File: config.mk
export PLATFORM = sky130hd
export DESIGN_NAME = dmem_arbiter
export DESIGN_NICKNAME = d
export VERILOG_FILES = /design/src/rtl/dmem_pkg.sv /design/src/rtl/rr_arb2.sv /design/src/rtl/dmem_arbiter.sv
export SDC_FILE = /design/constraint.sdc
export NUM_CORES = 1
export LEC_CHECK = 0
export ABC_AREA = 1
export CAP_MARGIN = 20
export CORE_ASPECT_RATIO = 0.5
export CORE_MARGIN = 10
export CORE_UTILIZATION = 36
export DETAILED_ROUTE_END_ITERATION = 7
export HOLD_SLACK_MARGIN = 0.03
export PLACE_DENSITY_LB_ADDON = 0.2
export SKIP_CTS_REPAIR_TIMING = 1
export SYNTH_ARGS = -nofsm -noshare
export SYNTH_HDL_FRONTEND = slang
export SYNTH_SLANG_ARGS = --single-unit
File: constraint.sdc
create_clock -name clk -period 2.48 [get_ports clk]
set_input_delay 0.496 -clock clk [delete_from_list [all_inputs] [get_ports clk]]
set_output_delay 0.496 -clock clk [all_outputs]
set_load 0.005 [all_outputs]
File: src/rtl/dmem_pkg.sv
// ---- dmem_pkg: shared constants, arbiter state type and address-check helper (rev 1.0) ----
`default_nettype none

package dmem_pkg;

  localparam logic [31:0] DMEM_BASE   = 32'h1001_0000;
  localparam logic [31:0] IMEM_BASE   = 32'h0040_0000;
  localparam int          DMEM_ADDR_W = 11;
  localparam int          PORT_CPU    = 0;
  localparam int          PORT_DBG    = 1;

  typedef enum logic {
    LAST0 = 1'b0,
    LAST1 = 1'b1
  } last_t;

  // Rejects addresses below the window, misaligned, or past the last word.
  function automatic logic map_err(input logic [31:0] addr,
                                   input logic [31:0] base,
                                   input int          addr_w);
    logic [31:0] off;
    off = addr - base;
    return (addr < base) || (addr[1:0] != 2'b00) ||
           ((off >> 2) >= (32'd1 << addr_w));
  endfunction

endpackage

`default_nettype wire

File: src/rtl/rr_arb2.sv
// ---- rr_arb2: two-way round-robin arbiter with fixed-priority override (rev 1.0) ----
`default_nettype none

module rr_arb2
  import dmem_pkg::*;
#(
  parameter bit FIXED_PRIO = 1'b0
) (
  input  logic       clk,
  input  logic       rst,
  input  logic [1:0] req,
  output logic [1:0] gnt
);

  last_t last, last_nxt;

  always_ff @(posedge clk or posedge rst) begin
    if (rst) last <= LAST1;
    else     last <= last_nxt;
  end

  always_comb begin
    gnt      = 2'b00;
    last_nxt = last;
    if (!rst) begin
      if (req == 2'b11) begin
        if (FIXED_PRIO || last == LAST1) gnt = 2'b01;
        else                             gnt = 2'b10;
      end else begin
        gnt = req;
      end
    end
    if (gnt[0])      last_nxt = LAST0;
    else if (gnt[1]) last_nxt = LAST1;
  end

endmodule

`default_nettype wire

File: src/rtl/dmem_arbiter.sv
// ---- dmem_arbiter: two-port round-robin arbiter in front of the data memory (rev 1.0) ----
`default_nettype none

module dmem_arbiter
  import dmem_pkg::*;
#(
  parameter logic [31:0] BASE_ADDR  = DMEM_BASE,
  parameter int          ADDR_W     = DMEM_ADDR_W,
  parameter int          FIXED_PRIO = 0
) (
  input  logic              clk,
  input  logic              rst,
  input  logic              m0_req,
  input  logic              m0_we,
  input  logic [31:0]       m0_addr,
  input  logic [31:0]       m0_wdata,
  output logic              m0_gnt,
  output logic              m0_rvalid,
  output logic [31:0]       m0_rdata,
  output logic              m0_err,
  input  logic              m1_req,
  input  logic              m1_we,
  input  logic [31:0]       m1_addr,
  input  logic [31:0]       m1_wdata,
  output logic              m1_gnt,
  output logic              m1_rvalid,
  output logic [31:0]       m1_rdata,
  output logic              m1_err,
  output logic              dm_r,
  output logic              dm_w,
  output logic [ADDR_W-1:0] dm_addr,
  output logic [31:0]       dm_wdata,
  input  logic [31:0]       dm_rdata
);

  logic [1:0]  req, gnt, we, acc_err;
  logic        sel, access;
  logic [31:0] sel_addr, sel_off, sel_wdata;
  logic        rvalid_q [2];
  logic        err_q    [2];
  logic [31:0] rdata_q  [2];

  assign req        = {m1_req, m0_req};
  assign we         = {m1_we, m0_we};
  assign acc_err[0] = map_err(m0_addr, BASE_ADDR, ADDR_W);
  assign acc_err[1] = map_err(m1_addr, BASE_ADDR, ADDR_W);
  assign m0_gnt     = gnt[PORT_CPU];
  assign m1_gnt     = gnt[PORT_DBG];

  rr_arb2 #(
    .FIXED_PRIO(FIXED_PRIO != 0)
  ) u_arb (
    .clk(clk),
    .rst(rst),
    .req(req),
    .gnt(gnt)
  );

  // Errored grants still consume the slot but never touch the memory.
  always_comb begin
    sel       = gnt[PORT_DBG];
    sel_addr  = sel ? m1_addr  : m0_addr;
    sel_wdata = sel ? m1_wdata : m0_wdata;
    sel_off   = sel_addr - BASE_ADDR;
    access    = (|gnt) && !acc_err[sel];
    dm_r      = access && !we[sel];
    dm_w      = access &&  we[sel];
    dm_addr   = access ? ADDR_W'(sel_off >> 2) : '0;
    dm_wdata  = access ? sel_wdata : 32'h0;
  end

  for (genvar p = 0; p < 2; p++) begin : g_resp
    always_ff @(posedge clk or posedge rst) begin
      if (rst) begin
        rvalid_q[p] <= 1'b0;
        err_q[p]    <= 1'b0;
        rdata_q[p]  <= 32'h0;
      end else if (gnt[p] && acc_err[p]) begin
        rvalid_q[p] <= 1'b1;
        err_q[p]    <= 1'b1;
      end else if (gnt[p] && !we[p]) begin
        rvalid_q[p] <= 1'b1;
        err_q[p]    <= 1'b0;
        rdata_q[p]  <= dm_rdata;
      end else begin
        rvalid_q[p] <= 1'b0;
        err_q[p]    <= 1'b0;
      end
    end
  end

  assign m0_rvalid = rvalid_q[0];
  assign m0_err    = err_q[0];
  assign m0_rdata  = rdata_q[0];
  assign m1_rvalid = rvalid_q[1];
  assign m1_err    = err_q[1];
  assign m1_rdata  = rdata_q[1];

endmodule

`default_nettype wire

==> impl_metrics.toml, run 1 <==
[synthesis]
synth.yosys.seq_area_share_pct = 43.0
async_reset_ff_share_pct = 100
synth_edf_count = 0
ys_seq_elements = 69
netlist_instances = 557
syn_avg_cell_area_um2 = 7.22
syn_nets = 723
synth_area_um2 = 4020
yosysWarnings = 0
netlist.area_leader.share_pct = 42.3
synth_area_leaders = "dfrtp_1 42%, nand2_1 17%, nand3_1 8.8%"
synthDistinctLibCells = 24
synth_top_area_cell = "dfrtp_1"
synth_ff_type = "dfrtp_1"

[pwr]
p_leak_nw = 4.27
seqPwrFrac_pct = 36.1
p_sw_mw = 0.860
share_comb_of_total_power_pct = 24.8
vdd_drop_max_v = 0.000319
power.internal_mw = 2.59
powerDensity_nw_per_um2 = 443
netSwitchingFraction_pct = 24.9
p_clk_share_pct = 39.1

[critical_path]
endpoint_kind = "output port"
worstPathMaxFanout = 8
crit_required_ns = 1.98
start_kind = "input pin"
slowest_stage = "nor2_2"
cp_cell_sequence = "dlymetal6s2s_1 -> nor2_2 -> nand2_1 -> nor2_1 -> nand2_1 -> a21oi_2 -> nand4_1 -> nand2_2 -> nand3_4 -> buf_6 -> clkbuf_16 -> nor2_4 -> clkbuf_2"
critPathMaxStageDelay_ns = 0.16
crit_arrival_ns = 2.12
crit_type = "input pin to output port"
r2r_start = "u_arb.last"
r2r_cells = 10
path_common_cell = "nand2_1"
r2r_slack_ns = 0.78
r2r-end = "m1_rdata[24]"
crit_family = "simple AND/OR/NAND/NOR gates"
path_buf_inv = 4

[finish]
nets = 1039
fillers = 905
synthToLayoutAreaGrowth_pct = 93.3
drive_gt1_share_pct = 22.3
design_area_um2 = 7780

[clock_network]
cts_root_buf = "clkbuf_16"
worst_skew_pair.late_latency_ns = 0.32
clk_pin_slew_ns = 0.06
cts.sinks = 69
cts_buffers = 9
cts_max_level = 3
cts_buffer_depth = 2
cts_tree = "yes"

[route]
routed_wl_mm = 18.1
wl_per_cell_um = 17.7
routed_via_density = 4.67
vias = 4787
route.detailed.drc = 0
dr.pass1.iters = 4
drt-initial-drc-count = 310
ant_nets = 0

[floorplanning]
rows = 27
die-area_um2 = 16100
start_util_pct = 36.8
die_x_um = 169
ios = 281
core_um2 = 10900
die_h_um = 94.7

[placement]
dp_slack_ns = -0.740
io_buffers = 280
dp_hpwl_mm = 14.1
placed_cell_area_um2 = 7200
gp_congestion = 0.897

[grt]
use_met3_pct = 8.13
antenna_found_initial = 3
grt_first_pass_wirelength_mm = 26.6
grt_usage_pct = 20.7
top_usage_layer = "met2"
grt_util_met2_pct = 38.3
grt_start_max_net_pins = 36
grt_pass1_vias = 4853
use_met1_pct = 22.2
grt_overflow = 0

[outcome]
violations = "negative setup slack"
status = "complete, but fails checks"

[min_path]
hp-class = "input pin to async pin"

[sta]
layout_setup_ws_ns = -0.134
grt_setup_unrepaired = "yes"
drv_slew = 0
fmax_ghz = 0.383
setup_violations = 36
hold_viol = 0
period_share_pct = 105
clock_skew_ns = 0.00502
hold_slack_ns = 0.285
slew_headroom_pct = 75.0
period_needed_ns = 2.61
tightestPinTransition_ns = 0.375

[flow_run]
cap_viol_max_count = 0
## worst max-delay path by stage
stage	startpoint	to	slack [ns]	cells after the start
4_1_cts	m0_addr[16]	dm_addr[2]	-0.76	14
2_1_floorplan	rst	m0_err	0.25	1
5_1_grt	m1_addr[22]	dm_wdata[8]	-0.32	13
6_report	m1_addr[22]	dm_wdata[8]	-0.13	13
3_5_place_dp	m0_addr[16]	dm_wdata[8]	-0.74	14
3_3_place_gp	m0_addr[16]	dm_wdata[8]	-0.73	14
## per-stage QoR
step                      util (%)  cells  setup TNS [ns]  power, mW
after floorplan                  -    557               0       1.50
after global placement        65.8    996          -30.02       2.07
after detailed placement      65.8    996          -31.68       2.08
after CTS                     68.7   1011          -32.41       3.44
after global routing          71.0   1023          -10.57       3.60
final                         71.0   1025           -2.65       3.45
## power by group through the flow
stage	registers [mW]	logic, mW	clock network, mW
4_1_cts	1.24	0.828	1.37
2_1_floorplan	1.26	0.237	0
5_1_grt	1.25	0.928	1.42
3_5_place_dp	1.26	0.823	0
6_report	1.25	0.854	1.35
3_3_place_gp	1.26	0.812	0
## layout by cell type, fill, tap and decap left out, types with 12 or more instances in the layout
cell type,count
buf_2,27
buf_4,43
clkbuf_2,19
clkdlybuf4s50_1,181
dfrtp_1,68
dlymetal6s2s_1,48
inv_1,25
inv_2,15
mux2i_1,31
nand2_1,176
nand3_1,69
nor2_1,54
nor2_2,29
nor2_4,13
o21ai_0,12
## Yosys cell counts (2+ instances only)
library cell / instances
buf_6: 10
nand4_1: 2
dfrtp_1: 68
buf_2: 11
nand2_2: 2
nor2_2: 3
a21oi_1: 3
o21bai_1: 2
inv_1: 39
nand2_1: 186
nand3_1: 71
nor2_1: 93
nor3_1: 2
o21ai_0: 16
mux2i_1: 32
clkbuf_1: 8
nand3b_1: 2
## logic make-up after synthesis
family | after synthesis | share of synthesized area [%]
multiplexers | 32 | 7.96
flip-flops | 69 | 43.0
AO/OA/AOI/OAI | 22 | 2.95
buffers and inverters | 69 | 8.65
AND/OR/NAND/NOR | 365 | 37.5
## worst register-to-register path, cell delays in order, from the launching register on
cell     delay (ns)
dfstp_2        0.38
nand2_1        0.10
nand2_4        0.11
buf_12         0.15
nor2_2         0.09
inv_1          0.06
buf_4          0.13
or2_1          0.26
buf_12         0.18
nand2_1        0.08
nand2_1        0.05
## routing by layer
layer	routed length, um	share of wire, %
met4	240	1.3
met2	9550	53
met1	6830	38
met5	13	0.072
met3	1510	8.3
## sequential cells by signal, summed over array words and instances (netlist names)
name / flops
m1_rvalid: 1
m0_rdata: 32
m0_rvalid: 1
u_arb.last: 1
m1_rdata: 32
m1_err: 1
m0_err: 1
## layout make-up
type / instances / area, um^2 / share of cell area [%]
antenna: 3 / 7.51 / 0.0965
clock buffer: 9 / 225 / 2.90
clock inverter: 6 / 87.6 / 1.13
inverter: 40 / 150 / 1.93
multi-input combinational: 419 / 2160 / 27.8
sequential: 69 / 1730 / 22.2
tap: 145 / 181 / 2.33
timing repair buffer: 334 / 3240 / 41.6
Note: power is estimated with default switching activity, not from simulation.
==> run 2: changes to the inputs <==
- CORE_MARGIN: 10 -> default
==> impl_metrics.toml, run 2 (synthesis results as in run 1) <==
[outcome]
status = "complete, but fails checks"
violations = "negative setup slack"

[finish]
final_cells = 1040
nets = 1060
drive_gt1_share_pct = 24.4
synthToLayoutAreaGrowth_pct = 99.9
mostFrequentLayoutCells = "181 x nand2_1, 181 x clkdlybuf4s50_1, 69 x nand3_1, 68 x dfrtp_1, 50 x buf_4"
design_area_um2 = 8040
fillers = 738

[critical_path]
crit_arrival_ns = 2.27
start_kind = "input pin"
r2r-end = "m1_rdata[3]"
slowest_stage = "clkbuf_16"
r2r_slack_ns = 0.76
critPathMaxStageDelay_ns = 0.19
worstPathMaxFanout = 6
r2r_cells = 10
path_common_cell = "nand2_1"
crit_family = "simple AND/OR/NAND/NOR gates"
crit_type = "input pin to output port"
r2r_start = "u_arb.last"
path_buf_inv = 5
crit_required_ns = 1.98
endpoint_kind = "output port"
cp_cell_sequence = "dlymetal6s2s_1 -> nor2_2 -> nand2_1 -> nand3b_1 -> nand2_1 -> nand2_1 -> nor2_1 -> nand2_1 -> nand2_2 -> nand3_4 -> clkbuf_16 -> buf_6 -> buf_6 -> nor2_4 -> clkbuf_2"

[flow_run]
cap_viol_max_count = 0

[pwr]
p_sw_mw = 0.894
p_clk_share_pct = 39.7
share_comb_of_total_power_pct = 25.2
p_leak_nw = 4.39
netSwitchingFraction_pct = 25.2
seqPwrFrac_pct = 35.1
power.internal_mw = 2.65
vdd_drop_max_v = 0.000375
powerDensity_nw_per_um2 = 441

[floorplanning]
die-area_um2 = 11600
start_util_pct = 38.2
rows = 26
die_h_um = 76.7
ios = 281
die_x_um = 151
core_um2 = 10500

[placement]
placed_cell_area_um2 = 7240
gp_congestion = 0.844
post-place-cells = 997
io_buffers = 280
dp_hpwl_mm = 11.2

[grt]
antenna_found_initial = 1
grt_start_max_net_pins = 43
grt_usage_pct = 25.2
grt_overflow = 0
grt_first_pass_wirelength_mm = 22.9
grt_pass1_vias = 4641

[sta]
fmax_ghz = 0.361
grt_setup_unrepaired = "yes"
tightestPinTransition_ns = 0.531
hold_slack_ns = 0.454
hold_viol = 0
setup_violations = 46
period_share_pct = 112
period_needed_ns = 2.77
clock_skew_ns = 0.00405
drv_slew = 0
layout_setup_ws_ns = -0.288
slew_headroom_pct = 64.6

[clock_network]
cts_root_buf = "clkbuf_16"
cts.sinks = 69
clk_pin_slew_ns = 0.05
cts_max_level = 3
cts_buffer_depth = 2
cts_tree = "yes"
worst_skew_pair.late_latency_ns = 0.33
cts_buffers = 9

[route]
wl_per_cell_um = 15.4
ant_nets = 0
routed_wl_mm = 16.0
drt-initial-drc-count = 190
routed_via_density = 4.75
dr.pass1.iters = 5
route.detailed.drc = 0
vias = 4942

[min_path]
hp-class = "input pin to async pin"
-- run 2: layout make-up --
class	count	area (um^2)	share of cell area [%]
multi-input cells	419	2220	27.6
inverters	40	153	1.90
clock buffers	10	239	2.97
repair buffers	355	3430	42.6
flip-flops and latches	69	1730	21.5
diodes	1	2.50	0.0311
clock inverters	6	93.8	1.17
well taps	140	175	2.18
-- run 2: worst max path at each step --
stage / from / end / cells after the start
floorplan: rst / m0_err / 1
global placement: m0_addr[16] / dm_wdata[1] / 14
detailed placement: m0_addr[16] / dm_wdata[1] / 14
CTS: m0_addr[16] / dm_wdata[1] / 14
global route: m0_addr[26] / dm_wdata[26] / 15
finish: m0_addr[26] / dm_wdata[26] / 15
-- run 2: routing by layer --
layer / vias up / routed length (um) / global-route usage (%)
met1: 2312 / 6610 / 31.0
met3: 25 / 986 / 5.36
met2: 176 / 8170 / 43.7
met5: - / 0 / 0
li1: 2429 / - / -
met4: 0 / 284 / 7.92
-- run 2: per-stage QoR --
step / setup TNS [ns] / power [mW] / utilization, % / worst slack [ns]
final: -7.25 / 3.54 / 76.3 / -0.288
after global routing: -14.06 / 3.69 / 76.3 / -0.444
after CTS: -32.95 / 3.50 / 71.9 / -0.814
after detailed placement: -32.67 / 2.09 / 68.7 / -0.803
after global placement: -30.57 / 2.07 / 68.7 / -0.772
after floorplan: 0 / 1.50 / - / 0.246
-- run 2: power by group through the flow --
| stage | clock network, mW | registers, mW | logic (mW) |
|---|---|---|---|
| floorplan | 0 | 1.26 | 0.237 |
| global placement | 0 | 1.26 | 0.813 |
| detailed placement | 0 | 1.26 | 0.824 |
| CTS | 1.43 | 1.24 | 0.830 |
| global route | 1.47 | 1.25 | 0.966 |
| finish | 1.41 | 1.24 | 0.894 |
-- run 2: worst min-delay path: stages --
cell and delay, ns:
dlymetal6s2s_1 0.16, buf_4 0.15, inv_2 0.05, buf_4 0.32
